### src/rtl/mips_pkg.sv
// Shared encodings for the multi-cycle MIPS control FSM: states, opcodes/functs,
// ALU operation codes and the instruction decode helper.
package mips_pkg;

  typedef enum logic [2:0] {
    ST_FETCH  = 3'd0,
    ST_DECODE = 3'd1,
    ST_EXEC   = 3'd2,
    ST_MEM    = 3'd3,
    ST_WB     = 3'd4,
    ST_FAULT  = 3'd5
  } state_e;

  typedef enum logic [2:0] {
    CLS_R    = 3'd0,
    CLS_ADDI = 3'd1,
    CLS_LW   = 3'd2,
    CLS_SW   = 3'd3,
    CLS_BEQ  = 3'd4,
    CLS_J    = 3'd5
  } instr_cls_e;

  // 0 is reserved for "no ALU operation in use".
  typedef enum logic [2:0] {
    ALU_NOP = 3'd0,
    ALU_ADD = 3'd1,
    ALU_SUB = 3'd2,
    ALU_AND = 3'd3,
    ALU_OR  = 3'd4,
    ALU_SLT = 3'd5
  } alu_op_e;

  localparam logic [5:0] OP_R    = 6'b000000;
  localparam logic [5:0] OP_ADDI = 6'b001000;
  localparam logic [5:0] OP_LW   = 6'b100011;
  localparam logic [5:0] OP_SW   = 6'b101011;
  localparam logic [5:0] OP_BEQ  = 6'b000100;
  localparam logic [5:0] OP_J    = 6'b000010;

  localparam logic [5:0] FN_ADD = 6'b100000;
  localparam logic [5:0] FN_SUB = 6'b100010;
  localparam logic [5:0] FN_AND = 6'b100100;
  localparam logic [5:0] FN_OR  = 6'b100101;
  localparam logic [5:0] FN_SLT = 6'b101010;

  typedef struct packed {
    logic       legal;
    instr_cls_e cls;
    alu_op_e    alu;
  } dec_t;

  function automatic dec_t mips_decode(input logic [5:0] op, input logic [5:0] fn);
    dec_t d;
    d.legal = 1'b1;
    d.cls   = CLS_J;
    d.alu   = ALU_NOP;
    case (op)
      OP_R: begin
        d.cls = CLS_R;
        case (fn)
          FN_ADD:  d.alu = ALU_ADD;
          FN_SUB:  d.alu = ALU_SUB;
          FN_AND:  d.alu = ALU_AND;
          FN_OR:   d.alu = ALU_OR;
          FN_SLT:  d.alu = ALU_SLT;
          default: d.legal = 1'b0;
        endcase
      end
      OP_ADDI: begin d.cls = CLS_ADDI; d.alu = ALU_ADD; end
      OP_LW:   begin d.cls = CLS_LW;   d.alu = ALU_ADD; end
      OP_SW:   begin d.cls = CLS_SW;   d.alu = ALU_ADD; end
      OP_BEQ:  begin d.cls = CLS_BEQ;  d.alu = ALU_SUB; end
      OP_J:    begin d.cls = CLS_J;    d.alu = ALU_NOP; end
      default: d.legal = 1'b0;
    endcase
    return d;
  endfunction

endpackage

### src/rtl/mem_wait_timer.sv
// Wait-cycle timer for memory handshakes: clears on request, counts while enabled,
// flags expiry on the MEM_TIMEOUT-th counted cycle. MEM_TIMEOUT=0 never expires.
module mem_wait_timer #(
  parameter int MEM_TIMEOUT = 16
) (
  input  logic clk,
  input  logic rst,
  input  logic i_clr,
  input  logic i_cnt_en,
  output logic o_expire
);

  localparam int TW = (MEM_TIMEOUT > 1) ? $clog2(MEM_TIMEOUT) : 1;

  logic [TW-1:0] r_cnt;

  always_ff @(posedge clk) begin
    if (!rst)          r_cnt <= '0;
    else if (i_clr)    r_cnt <= '0;
    else if (i_cnt_en) r_cnt <= r_cnt + TW'(1);
  end

  generate
    if (MEM_TIMEOUT > 0) begin : g_timeout
      assign o_expire = i_cnt_en && (r_cnt == TW'(MEM_TIMEOUT - 1));
    end else begin : g_no_timeout
      assign o_expire = 1'b0;
    end
  endgenerate

endmodule

### src/rtl/mips_ctrl_fsm.sv
// Multi-cycle MIPS control FSM: sequences FETCH/DECODE/EXEC/MEM/WB and issues one pc_en
// per retired instruction. Optional perf counters under MIPS_CTRL_PERF_EN.
module mips_ctrl_fsm
  import mips_pkg::*;
#(
  parameter int MEM_TIMEOUT = 16
) (
  input  logic        clk,
  input  logic        rst,
  input  logic [5:0]  opcode,
  input  logic [5:0]  funct,
  input  logic        zeroflag,
  input  logic        imem_ack,
  input  logic        dmem_ack,
  output logic        imem_req,
  output logic        ir_load,
  output logic        pc_en,
  output logic        branchFlag,
  output logic        jmpFlag,
  output logic        dmem_req,
  output logic        dmem_we,
  output logic        reg_we,
  output logic [2:0]  alu_op,
`ifdef MIPS_CTRL_PERF_EN
  output logic [31:0] cycle_cnt,
  output logic [31:0] instr_cnt,
`endif
  output logic        fault
);

  state_e     r_state, w_next;
  instr_cls_e r_cls;
  alu_op_e    r_alu;
  dec_t       w_dec;
  logic       w_tmr_clr, w_tmr_en, w_expire;

  assign w_dec = mips_decode(opcode, funct);

  // Decoded class/ALU op are latched once so later states don't depend on IR timing.
  always_ff @(posedge clk) begin
    if (!rst) begin
      r_state <= ST_FETCH;
      r_cls   <= CLS_J;
      r_alu   <= ALU_NOP;
    end else begin
      r_state <= w_next;
      if (r_state == ST_DECODE) begin
        r_cls <= w_dec.cls;
        r_alu <= w_dec.alu;
      end
    end
  end

  always_comb begin
    w_next     = r_state;
    w_tmr_en   = 1'b0;
    imem_req   = 1'b0;
    ir_load    = 1'b0;
    pc_en      = 1'b0;
    branchFlag = 1'b0;
    jmpFlag    = 1'b0;
    dmem_req   = 1'b0;
    dmem_we    = 1'b0;
    reg_we     = 1'b0;
    alu_op     = ALU_NOP;
    fault      = 1'b0;
    case (r_state)
      ST_FETCH: begin
        imem_req = 1'b1;
        ir_load  = imem_ack;
        if (imem_ack) begin
          w_next = ST_DECODE;
        end else begin
          w_tmr_en = 1'b1;
          if (w_expire) w_next = ST_FAULT;
        end
      end
      ST_DECODE: w_next = w_dec.legal ? ST_EXEC : ST_FAULT;
      ST_EXEC: begin
        alu_op = r_alu;
        case (r_cls)
          CLS_BEQ, CLS_J: begin pc_en = 1'b1; w_next = ST_FETCH; end
          CLS_LW, CLS_SW: w_next = ST_MEM;
          default:        w_next = ST_WB;
        endcase
      end
      ST_MEM: begin
        alu_op   = r_alu;
        dmem_req = 1'b1;
        dmem_we  = (r_cls == CLS_SW);
        if (dmem_ack) begin
          if (r_cls == CLS_SW) begin
            pc_en  = 1'b1;
            w_next = ST_FETCH;
          end else begin
            w_next = ST_WB;
          end
        end else begin
          w_tmr_en = 1'b1;
          if (w_expire) w_next = ST_FAULT;
        end
      end
      ST_WB: begin
        alu_op = r_alu;
        reg_we = 1'b1;
        pc_en  = 1'b1;
        w_next = ST_FETCH;
      end
      ST_FAULT: fault = 1'b1;
      default:  w_next = ST_FAULT;
    endcase
    branchFlag = pc_en & (r_cls == CLS_BEQ) & zeroflag;
    jmpFlag    = pc_en & (r_cls == CLS_J);
    // Reset cycle: nothing leaks out, including a pc_en for an abandoned instruction.
    if (!rst) begin
      imem_req   = 1'b0;
      ir_load    = 1'b0;
      pc_en      = 1'b0;
      branchFlag = 1'b0;
      jmpFlag    = 1'b0;
      dmem_req   = 1'b0;
      dmem_we    = 1'b0;
      reg_we     = 1'b0;
      alu_op     = ALU_NOP;
      fault      = 1'b0;
    end
  end

  assign w_tmr_clr = (w_next != r_state);

  mem_wait_timer #(.MEM_TIMEOUT(MEM_TIMEOUT)) u_timer (
    .clk      (clk),
    .rst      (rst),
    .i_clr    (w_tmr_clr),
    .i_cnt_en (w_tmr_en),
    .o_expire (w_expire)
  );

`ifdef MIPS_CTRL_PERF_EN
  always_ff @(posedge clk) begin
    if (!rst) begin
      cycle_cnt <= '0;
      instr_cnt <= '0;
    end else if (r_state != ST_FAULT) begin
      cycle_cnt <= cycle_cnt + 32'd1;
      if (pc_en) instr_cnt <= instr_cnt + 32'd1;
    end
  end
`else
  // Perf counters are not built in this configuration.
`endif

endmodule

### config.mk
export PLATFORM = sky130hd
export DESIGN_NAME = mips_ctrl_fsm
export DESIGN_NICKNAME = d
export VERILOG_FILES = /design/src/rtl/mips_pkg.sv /design/src/rtl/mem_wait_timer.sv /design/src/rtl/mips_ctrl_fsm.sv
export SDC_FILE = /design/constraint.sdc
export NUM_CORES = 1
export LEC_CHECK = 0
export CAP_MARGIN = 20
export CORE_MARGIN = 1
export CORE_UTILIZATION = 40
export DETAILED_ROUTE_END_ITERATION = 8
export GPL_ROUTABILITY_DRIVEN = 0
export HOLD_SLACK_MARGIN = 0.05
export PLACE_DENSITY = 0.69
export SLEW_MARGIN = 20
export SYNTH_ARGS = -nofsm -noshare
export SYNTH_HDL_FRONTEND = slang
export SYNTH_SLANG_ARGS = --single-unit
### constraint.sdc
create_clock -name clk -period 3.5 [get_ports clk]
set_clock_uncertainty 0.05 [all_clocks]
set_input_delay 0.875 -clock clk [delete_from_list [all_inputs] [get_ports clk]]
set_output_delay 0.875 -clock clk [all_outputs]
set_load 0.005 [all_outputs]
==> flow_metrics.tcl <==
set metrics [dict create \
    drive_above_1_share 0.08434 \
    pre_cts_ws_ps 86.68 \
    cp_common_cell "clkdlybuf4s50_1" \
    numCtsBuffers 3 \
    comb_power_share 0.306 \
    diodes 0 \
    io_buffers 28 \
    hpwl_um 1987 \
    grt_first_pass_wirelength_um 4222 \
    fin_crit_ps 3376 \
    rsz0062_at_grt "false" \
    hold_viol 0 \
    drt_iter0_markers 17 \
    grt_overflow 0 \
    r2r_slack_ps 1700 \
    power.density_mw_per_mm2 281.8 \
    status "complete, no violations" \
    row_count 18 \
    vias 1093 \
    core_mm2 0.002455 \
    avgSynthCellArea_um2 7.608 \
    place_area_mm2 0.001334 \
    wl_um 2546 \
    syn2layout_area_growth_pct 31.80 \
    io_pins 29 \
    p_switching_mw 0.1262 \
    setup.worst_path.start_class "input port" \
    syn_inst 136 \
    maxSlewViolCount 0 \
    ys_async_sr_fraction 0 \
    antenna_found_initial 0 \
    p_seq_frac 0.442 \
    worst_skew_pair.late_latency_ps 280 \
    cts.sinks 13 \
    viasPerCell 5.577 \
    fmax_mhz 296.2 \
    synth_warnings 0 \
    crit_required_ps 2570 \
    maxCapViolations 0 \
    power_mw 0.3843 \
    grt_max_degree 17 \
    drt_drc_violations_left 0 \
    die-width_um 52.86 \
    wl_per_cell_um 12.99 \
    fin_setup_tns_ps 0 \
    nNetsFinal 185 \
    leakage_nw 0.4839 \
    whs_ps 411.5 \
    track_usage 0.2056 \
    path_clk_slew_ps 90 \
    cts_tree "yes" \
    ys_seq_elements 13 \
    arrival_ps 2450 \
    cts_root_buf "clkbuf_4" \
    finalSetupViolCount 0 \
    slowest_delay_ps 640 \
    crit_path_top_delay_cell "clkdlybuf4s50_1" \
    design_area_mm2 0.001364 \
    critPathTopFamily "buffers and inverters" \
    syn_nets 154 \
    p_clk_frac 0.252 \
    synth_edf_count 0 \
    die_h_um 52.86 \
    path_buf_inv 3 \
    synth.distinct_cells 46 \
    tightestPinTransition_ps 543.2 \
    yosys_most_used_dff "dfxtp_1" \
    die-area_mm2 0.002794 \
    min_path_type "reg -> reg" \
    layout_setup_ws_ps 124.4 \
    clk_path_buf_depth 2 \
    htreeDepth 1 \
    path_cells "clkdlybuf4s50_1 > buf_4 > nand2_1 > nor3_1 > clkdlybuf4s50_1" \
    slew_headroom 0.6366 \
    path_max_fanout 8 \
    grt_pass1_vias 978 \
    detail_route.first_pass.iterations 4 \
    synth_area_mm2 0.001035 \
    p_int_mw 0.2581 \
    cts-resized-gates 0 \
    cts_setup_buffers 0 \
    path_class "in -> out" \
    start_util 0.4215 \
    ant_nets 0 \
    yosysSeqAreaShare 0.2515 \
    critPathCaptureType "output pin" \
    fillers 239 \
    netSwitchingFraction 0.3284 \
    holdBufCountCts 0 \
    peakVddDrop_v 0.0002281 \
    finalCritPeriodShare 0.9645 \
]
==> logic make-up after synthesis <==
kind of cell / Yosys count / share of synthesized area
DFF: 13 / 0.2515
AOI/OAI and AO/OA: 33 / 0.2346
and+or+nand+nor: 73 / 0.3894
adders and majority gates: 1 / 0.01209
xor gates and xnor gates: 5 / 0.04233
buffers and inverters: 9 / 0.05079
muxes: 2 / 0.01935
==> registers in the layout, summed over array words and instances, names as in the netlist <==
| name | cells |
|---|---|
| r_state | 3 |
| r_alu | 3 |
| u_timer.r_cnt | 4 |
| r_cls | 3 |
==> cell usage after synthesis, drive strengths merged (2+ instances only) <==
| master | n | share of area |
|---|---|---|
| nor2b | 2 | 0.012 |
| a21oi | 9 | 0.044 |
| nor4bb | 2 | 0.019 |
| buf | 3 | 0.021 |
| nor3 | 7 | 0.039 |
| xor2 | 2 | 0.017 |
| o2111ai | 3 | 0.031 |
| nand2 | 14 | 0.051 |
| and3 | 5 | 0.035 |
| dfxtp | 13 | 0.25 |
| inv | 5 | 0.018 |
| nor3b | 3 | 0.022 |
| nand2b | 9 | 0.054 |
| nand3 | 4 | 0.019 |
| o21ai | 8 | 0.039 |
| nor2 | 17 | 0.062 |
| mux2i | 2 | 0.019 |
| xnor2 | 3 | 0.025 |
| a41oi | 3 | 0.025 |
==> layout by cell type (no fill, tap or decap), types with 2 or more instances in the layout <==
master and n:
nor2_1 17, nor4bb_1 2, inv_1 5, clkdlybuf4s50_1 27, a21oi_1 9, and3_1 4, o21ai_1 2, xor2_1 2
nor2b_1 2, buf_4 2, clkbuf_4 3, mux2i_1 2, dfxtp_1 13, nand2b_1 9, xnor2_1 3, o21ai_0 6
o2111ai_1 2, nand3_1 4, nor3_1 6, nor3b_1 3, a41oi_1 3, nand2_1 14
==> metrics by stage <==
stage          cells    util
6_report         196  0.5556
5_1_grt          196  0.5556
4_1_cts          196  0.5545
3_5_place_dp     192  0.5433
3_3_place_gp     192  0.5433
2_1_floorplan    136       -
==> routing by layer <==
layer	GRT usage	vias to the layer above	routed length, um
met4	0.06140	0	12
met3	0.06034	2	101
met1	0.2639	508	1233
met5	0	-	0
met2	0.3291	26	1199
li1	-	557	-
==> worst paths after layout <==
kind,startpoint,endpoint,depth (start not counted)
min reg2reg,r_alu[1]$_SDFFE_PN0P_,r_alu[1]$_SDFFE_PN0P_,2
max,rst,reg_we,5
max reg2reg,r_state[0]$_SDFF_PN0_,r_state[0]$_SDFF_PN0_,4
min,r_alu[1]$_SDFFE_PN0P_,r_alu[1]$_SDFFE_PN0P_,2
==> final cells by class <==
class / count / area [um2] / share of cell area
Inverter: 5 / 18.77 / 0.01376
Tap cell: 30 / 37.54 / 0.02752
Clock inverter: 1 / 5.005 / 0.003670
Clock buffer: 3 / 22.52 / 0.01651
Timing Repair Buffer: 30 / 297.8 / 0.2183
Multi-Input combinational cell: 114 / 721.9 / 0.5294
Sequential cell: 13 / 260.3 / 0.1908
==> tightest hold or removal path: stages (launching register included) <==
cell     delay [ps]
dfxtp_1         320
nand2_1          50
a21oi_1          50
==> power by group through the flow <==
stage	registers (mW)	logic [mW]	clock network [mW]
6_report	0.170	0.117	0.0968
5_1_grt	0.172	0.129	0.106
4_1_cts	0.170	0.118	0.100
3_5_place_dp	0.173	0.117	0
3_3_place_gp	0.173	0.115	0
2_1_floorplan	0.165	0.0782	0
Power figures use the tool's default switching activity.
==> RTL edit 1: new RTL, same settings <==
Register the output `jmpFlag`, without a reset; this adds one clock of latency there. The other outputs are not delayed to match.
--- a/src/rtl/mips_ctrl_fsm.sv
+++ b/src/rtl/mips_ctrl_fsm.sv
@@ -27,6 +27,8 @@
 `endif
   output logic        fault
 );
+
+  logic jmpFlag_d;
 
   state_e     r_state, w_next;
   instr_cls_e r_cls;
@@ -58,7 +60,7 @@
     ir_load    = 1'b0;
     pc_en      = 1'b0;
     branchFlag = 1'b0;
-    jmpFlag    = 1'b0;
+    jmpFlag_d  = 1'b0;
     dmem_req   = 1'b0;
     dmem_we    = 1'b0;
     reg_we     = 1'b0;
@@ -110,14 +112,14 @@
       default:  w_next = ST_FAULT;
     endcase
     branchFlag = pc_en & (r_cls == CLS_BEQ) & zeroflag;
-    jmpFlag    = pc_en & (r_cls == CLS_J);
+    jmpFlag_d  = pc_en & (r_cls == CLS_J);
     // Reset cycle: nothing leaks out, including a pc_en for an abandoned instruction.
     if (!rst) begin
       imem_req   = 1'b0;
       ir_load    = 1'b0;
       pc_en      = 1'b0;
       branchFlag = 1'b0;
-      jmpFlag    = 1'b0;
+      jmpFlag_d  = 1'b0;
       dmem_req   = 1'b0;
       dmem_we    = 1'b0;
       reg_we     = 1'b0;
@@ -150,5 +152,9 @@
   // Perf counters are not built in this configuration.
 `endif
 
+  always_ff @(posedge clk) begin
+    jmpFlag <= jmpFlag_d;
+  end
+
 endmodule
 
Check against the original RTL: not equivalent (Yosys sat finds a counterexample within 4 cycles, from zero or initial values and one cycle with rst low).
==> RTL edit 1 against the original RTL <==
  * Final area grew 5.8%
  * Wire length grew 16%
  * Synthesized cell count grew 6.6%
  * Total power grew 29%
  * Sequential cell count grew 1
  * Setup slack gained 14 ps
  * Clock power grew 23%
  * Area after synthesis grew 5.1%
==> RTL edit 1: results (changes against the original RTL) <==
Status
  • Outcome: finished clean (unchanged)

Global routing
  • Vias in the first global route: 1112 (was 978)
  • First-pass GRT wire length: 4823 um (was 4222 um)
  • Pin count of the biggest net entering global routing: 15 (was 17)
  • Total Routing Usage GR: 22.84% (was 20.56%)

STA
  • Relative slew margins: 65.03% (was 63.66%)

Worst setup path
  • CP Max Fanout: 2 (was 8)
  • Worst stage delay on the critical path: 490 ps (was 640 ps)

Clocking
  • CTS Buf Count: 3 (unchanged)
  • Clk pin slew, worst setup/hold paths: 90 ps (about the same)

Logic synthesis
  • Largest cells by area after synthesis: dfxtp_1 26%, nor3_1 6.0%, nor2_1 4.8%, a21oi_1 4.6%, o21ai_0 4.1% (was dfxtp_1 25%, nor2_1 6.2%, nand2b_1 5.4%, nand2_1 5.1%, a21oi_1 4.4%)
  • YS warnings: 0 (unchanged)
  • Post-synthesis sequential area ratio: 25.78% (was 25.15%)
  • Commonest cells post-synth: 14 x dfxtp_1, 14 x nor2_1, 13 x nor3_1 (was 17 x nor2_1, 14 x nand2_1, 13 x dfxtp_1)
  • Unique masters post-synth: 43 (was 46)
  • Syn nets: 163 (was 154)

Placement
  • HPWL after detailed placement: 2334 um (was 1987 um)
  • Area post-placement: 0.001406 sq mm (was 0.001334 sq mm)

Final layout
  • Final nets: 195 (was 185)
  • Share of cells above drive strength 1: 9.091% (was 8.434%)

Drt
  • Avg WL per Cell: 14.31 um (was 12.99 um)
  • First DRT Iteration DRCs: 35 (was 17)
  • Detailed-route via count: 1204 (was 1093)

Power
  • Max VDD drop: 0.3108 mV (was 0.2281 mV)
  • Pleak: 0.5062 nW (was 0.4839 nW)
==> RTL edit 1: cell count changes in the layout (fill, tap and decap cells not counted), sizes merged, moves of 2 or more <==
| cell | change |
|---|---|
| nor4 | +2 |
| o2111ai | -3 |
| nand3b | +2 |
| inv | +4 |
| a21o | +2 |
| a31oi | +3 |
| nor2 | -3 |
| a211oi | +2 |
| a21oi | +2 |
| a41oi | -3 |
| nor3 | +6 |
| nand2b | -6 |
| nand2 | -3 |
| o221ai | +2 |
==> RTL edit 1: worst paths after layout <==
check	end	slack, ps	depth (start not counted)	startpoint
worst min register to register	r_alu[0]	410	2	r_alu[0]
worst max register to register	u_timer.r_cnt[0]	1600	5	r_state[0]
worst max-delay path	dmem_we	140	5	rst
worst min-delay path	r_alu[0]	410	2	r_alu[0]
==> RTL edit 1: power breakdown <==
group          switching [mW]  internal, mW
logic                  0.0985        0.0834
registers              0.0232         0.170
clock network          0.0557        0.0634
total                   0.177         0.317
==> RTL edit 1: logic make-up after synthesis <==
family,Yosys count,share of synthesized area (%)
multiplexers,2,1.841
buffers and inverters,13,5.063
XOR/XNOR,5,4.027
adder cells (fa/ha/maj),1,1.151
AO/OA/AOI/OAI,40,25.43
AND/OR/NAND/NOR,70,36.71
flip-flops,14,25.78
==> RTL edit 1: worst max-delay path: cells and delay by family <==
| kind | cells | cell delay [ps] |
|---|---|---|
| buffers and inverters | 3 | 1020 |
| AND/OR/NAND/NOR | 2 | 540 |
==> RTL edit 1: cell type report <==
cell class | instances | area, sq um
inverters | 9 | 33.78
well taps | 30 | 37.54
multi-input cells | 118 | 752.0
repair buffers | 31 | 302.8
flip-flops and latches | 14 | 280.3
fillers | 246 | 1080
clock buffers | 4 | 36.28
==> RTL edit 1: layer usage <==
layer	track usage [%]	wire length, um	share of wire [%]
met3	5.650	190	6.4
met1	27.64	1278	43
met5	0	0	0
met2	38.21	1408	48
met4	8.974	69	2.3
==> RTL edit 1: stage by stage <==
stage | std cells | hold slack (ps) | power [mW] | util (%) | setup WS [ps]
5_1_grt | 206 | 462.9 | 0.5248 | 57.19 | 112.8
3_3_place_gp | 202 | 393.9 | 0.3730 | 55.75 | 176.1
3_5_place_dp | 202 | 401.6 | 0.3784 | 55.75 | 193.8
4_1_cts | 206 | 415.7 | 0.4957 | 57.19 | 181.1
6_report | 206 | 414.1 | 0.4945 | 57.19 | 138.3
2_1_floorplan | 145 | 386.3 | 0.3095 | - | 839.8
==> RTL edit 2: new RTL, config.mk and constraints unchanged <==
Made on the original files. `MEM_TIMEOUT` is set to 16 in 2 places; all go to 64.
--- a/src/rtl/mem_wait_timer.sv
+++ b/src/rtl/mem_wait_timer.sv
@@ -1,7 +1,7 @@
 // Wait-cycle timer for memory handshakes: clears on request, counts while enabled,
 // flags expiry on the MEM_TIMEOUT-th counted cycle. MEM_TIMEOUT=0 never expires.
 module mem_wait_timer #(
-  parameter int MEM_TIMEOUT = 16
+  parameter int MEM_TIMEOUT = 64
 ) (
   input  logic clk,
   input  logic rst,
--- a/src/rtl/mips_ctrl_fsm.sv
+++ b/src/rtl/mips_ctrl_fsm.sv
@@ -3,7 +3,7 @@
 module mips_ctrl_fsm
   import mips_pkg::*;
 #(
-  parameter int MEM_TIMEOUT = 16
+  parameter int MEM_TIMEOUT = 64
 ) (
   input  logic        clk,
   input  logic        rst,
Check against the original RTL: same outputs for any inputs over 10 cycles, from zero or initial values and one cycle with rst low; that may be too few to reach the edited logic, so the function may still have changed.
==> RTL edit 2 against the original RTL <==
  * Wire length grew 14%
  * Sequential cell count grew 2
  * Total power grew 6.8%
  * Area after synthesis grew 13%
  * Final area grew 13%
  * Setup slack lost 110 ps
  * Hold slack lost 4.9 ps
  * Maximum frequency shrank 3.1%
  * Critical path depth grew 2
  * Utilization grew 0.30 points
==> RTL edit 2: results (changes against the original RTL) <==
Logic synthesis
  • Syn nets: 178 (was 154)
  • Mux share of post-synthesis cell area: 0.8565% (was 1.935%)
  • YS warnings: 0 (unchanged)
  • Compound-Gate Fraction of Synth Area: 23.23% (was 23.46%)
  • Adder-Cell Fraction of Synth Area: 1.071% (was 1.209%)
  • Unique masters post-synth: 49 (was 46)
  • Synth Area in XOR/XNOR: 5.996% (was 4.232%)
  • Largest cells by area after synthesis: dfxtp_1 26%, nor2_1 6.4%, nand2_1 4.8%, a21oi_1 4.3%, o21ai_0 4.3% (was dfxtp_1 25%, nor2_1 6.2%, nand2b_1 5.4%, nand2_1 5.1%, a21oi_1 4.4%)
  • Most used DFF post-synth: dfxtp_1 (unchanged)
  • Commonest cells post-synth: 20 x nor2_1, 15 x dfxtp_1, 15 x nand2_1 (was 17 x nor2_1, 14 x nand2_1, 13 x dfxtp_1)
  • Post-synthesis sequential area ratio: 25.70% (was 25.15%)
  • Syn_area_per_cell: 7.304 sq um (was 7.608 sq um)
  • Async S/R FF share, synth: 0% (unchanged)

Placement
  • Area post-placement: 0.001491 sq mm (was 0.001334 sq mm)
  • Port Buf Inserts: 28 (unchanged)
  • HPWL after detailed placement: 2239 um (was 1987 um)
  • DP Worst Slack: -156.7 ps (was 86.68 ps)

Global routing
  • First-pass GRT wire length: 4609 um (was 4222 um)
  • Pin count of the biggest net entering global routing: 14 (was 17)
  • Total Routing Usage GR: 18.49% (was 20.56%)
  • Initial antenna violation count: 0 (unchanged)
  • Vias in the first global route: 1049 (was 978)

Power
  • Max VDD drop: 0.1709 mV (was 0.2281 mV)
  • Internal power: 0.2777 mW (was 0.2581 mW)
  • Pleak: 0.5472 nW (was 0.4839 nW)

Final layout
  • N_diodes: 0 (unchanged)
  • Final nets: 210 (was 185)
  • Largest register FFs: 6 (was 4)
  • Most flop-heavy register: u_timer.r_cnt (unchanged)
  • Filler Cells Inserted: 276 (was 239)
  • Share of cells above drive strength 1: 10.99% (was 8.434%)
  • Non-filler cells, final: 222 (was 196)
  • Multi-input logic area: 803.3 sq um (was 721.9 sq um)

STA
  • Setup_tns: 0 ps (unchanged)
  • Worst Max-Slew Pin Slew: 415.5 ps (was 543.2 ps)
  • Hold Fails Final Rpt: 0 (unchanged)
  • Final setup violation count: 0 (unchanged)

Drt
  • Detailed-route via count: 1267 (was 1093)
  • First DRT Iteration DRCs: 21 (was 17)
  • Drt pass-1 iters: 4 (unchanged)
  • Post-Route WL: 2890 um (was 2546 um)

Clocking
  • H-tree levels: 1 (unchanged)
  • Later-pin clock latency in the skew report: 300 ps (was 280 ps)
  • Clk buf depth: 2 (unchanged)
  • CTS Buf Count: 3 (unchanged)
  • Clk pin slew, worst setup/hold paths: around 100 ps
  • Root Buffer: clkbuf_4 (unchanged)

Worst setup path
  • CP Max Fanout: 2 (was 8)
  • Worst endpoint data arrival time: 2560 ps (was 2450 ps)
  • Max stage delay cell, worst path: clkdlybuf4s50_1 (unchanged)
  • Worst stage delay on the critical path: 500 ps (was 640 ps)

Min path
  • Hold crit path type: reg2reg (unchanged)

Status
  • Outcome: finished clean (unchanged)
RTL edit 2: cell count changes in the layout (fill, tap and decap cells not counted), sizes merged, moves of 4 or more:
cell / unedited run / this run
nor4: 1 / 8
nor2: 17 / 21
nand3b: 0 / 5
and3: 5 / 0
buf: 2 / 7
nand2b: 9 / 4
RTL edit 2: area by class of cell:
class | instances | area share, %
Clock inverter | 1 | 0.3249
Multi-Input combinational cell | 128 | 52.15
Timing Repair Buffer | 35 | 21.77
Tap cell | 31 | 2.518
Inverter | 9 | 2.275
Clock buffer | 3 | 1.462
Sequential cell | 15 | 19.50
RTL edit 2: final timing paths:
check                  start          endpoint  slack, ps  cells past startpoint
hold / removal      r_alu[2]          r_alu[2]        410                      2
setup reg to reg  r_state[0]  u_timer.r_cnt[4]       1440                      6
setup / recovery    dmem_ack           jmpFlag         20                      7
hold reg to reg     r_alu[2]          r_alu[2]        410                      2
RTL edit 2: repair_timing:
item | in CTS | in global routing
hold endpoints to repair | 0 | 0
setup buffers | 1 | 0
setup endpoints to repair | 2 | 4
resized for setup | 2 | 3
pin swaps | 1 | 0
RTL edit 2: worst max-delay path: cells and delay by family:
kind	cells	cell delay, ps
compound gates	2	420
simple gates	3	260
buf+inv	2	1000
RTL edit 2: power groups by stage:
stage | combinational, mW | clock (mW) | sequential [mW]
global placement | 0.112 | 0 | 0.189
detailed placement | 0.115 | 0 | 0.189
CTS | 0.116 | 0.108 | 0.185
finish | 0.117 | 0.107 | 0.186
global route | 0.129 | 0.117 | 0.186
floorplan | 0.0721 | 0 | 0.186
RTL edit 2: routing by layer:
metal	GRT usage [%]	up-vias	share of wire (%)
li1	-	643	-
met5	0	-	0
met3	3.256	5	3.3
met2	31.29	19	49
met4	9.408	0	2.0
met1	22.29	600	46
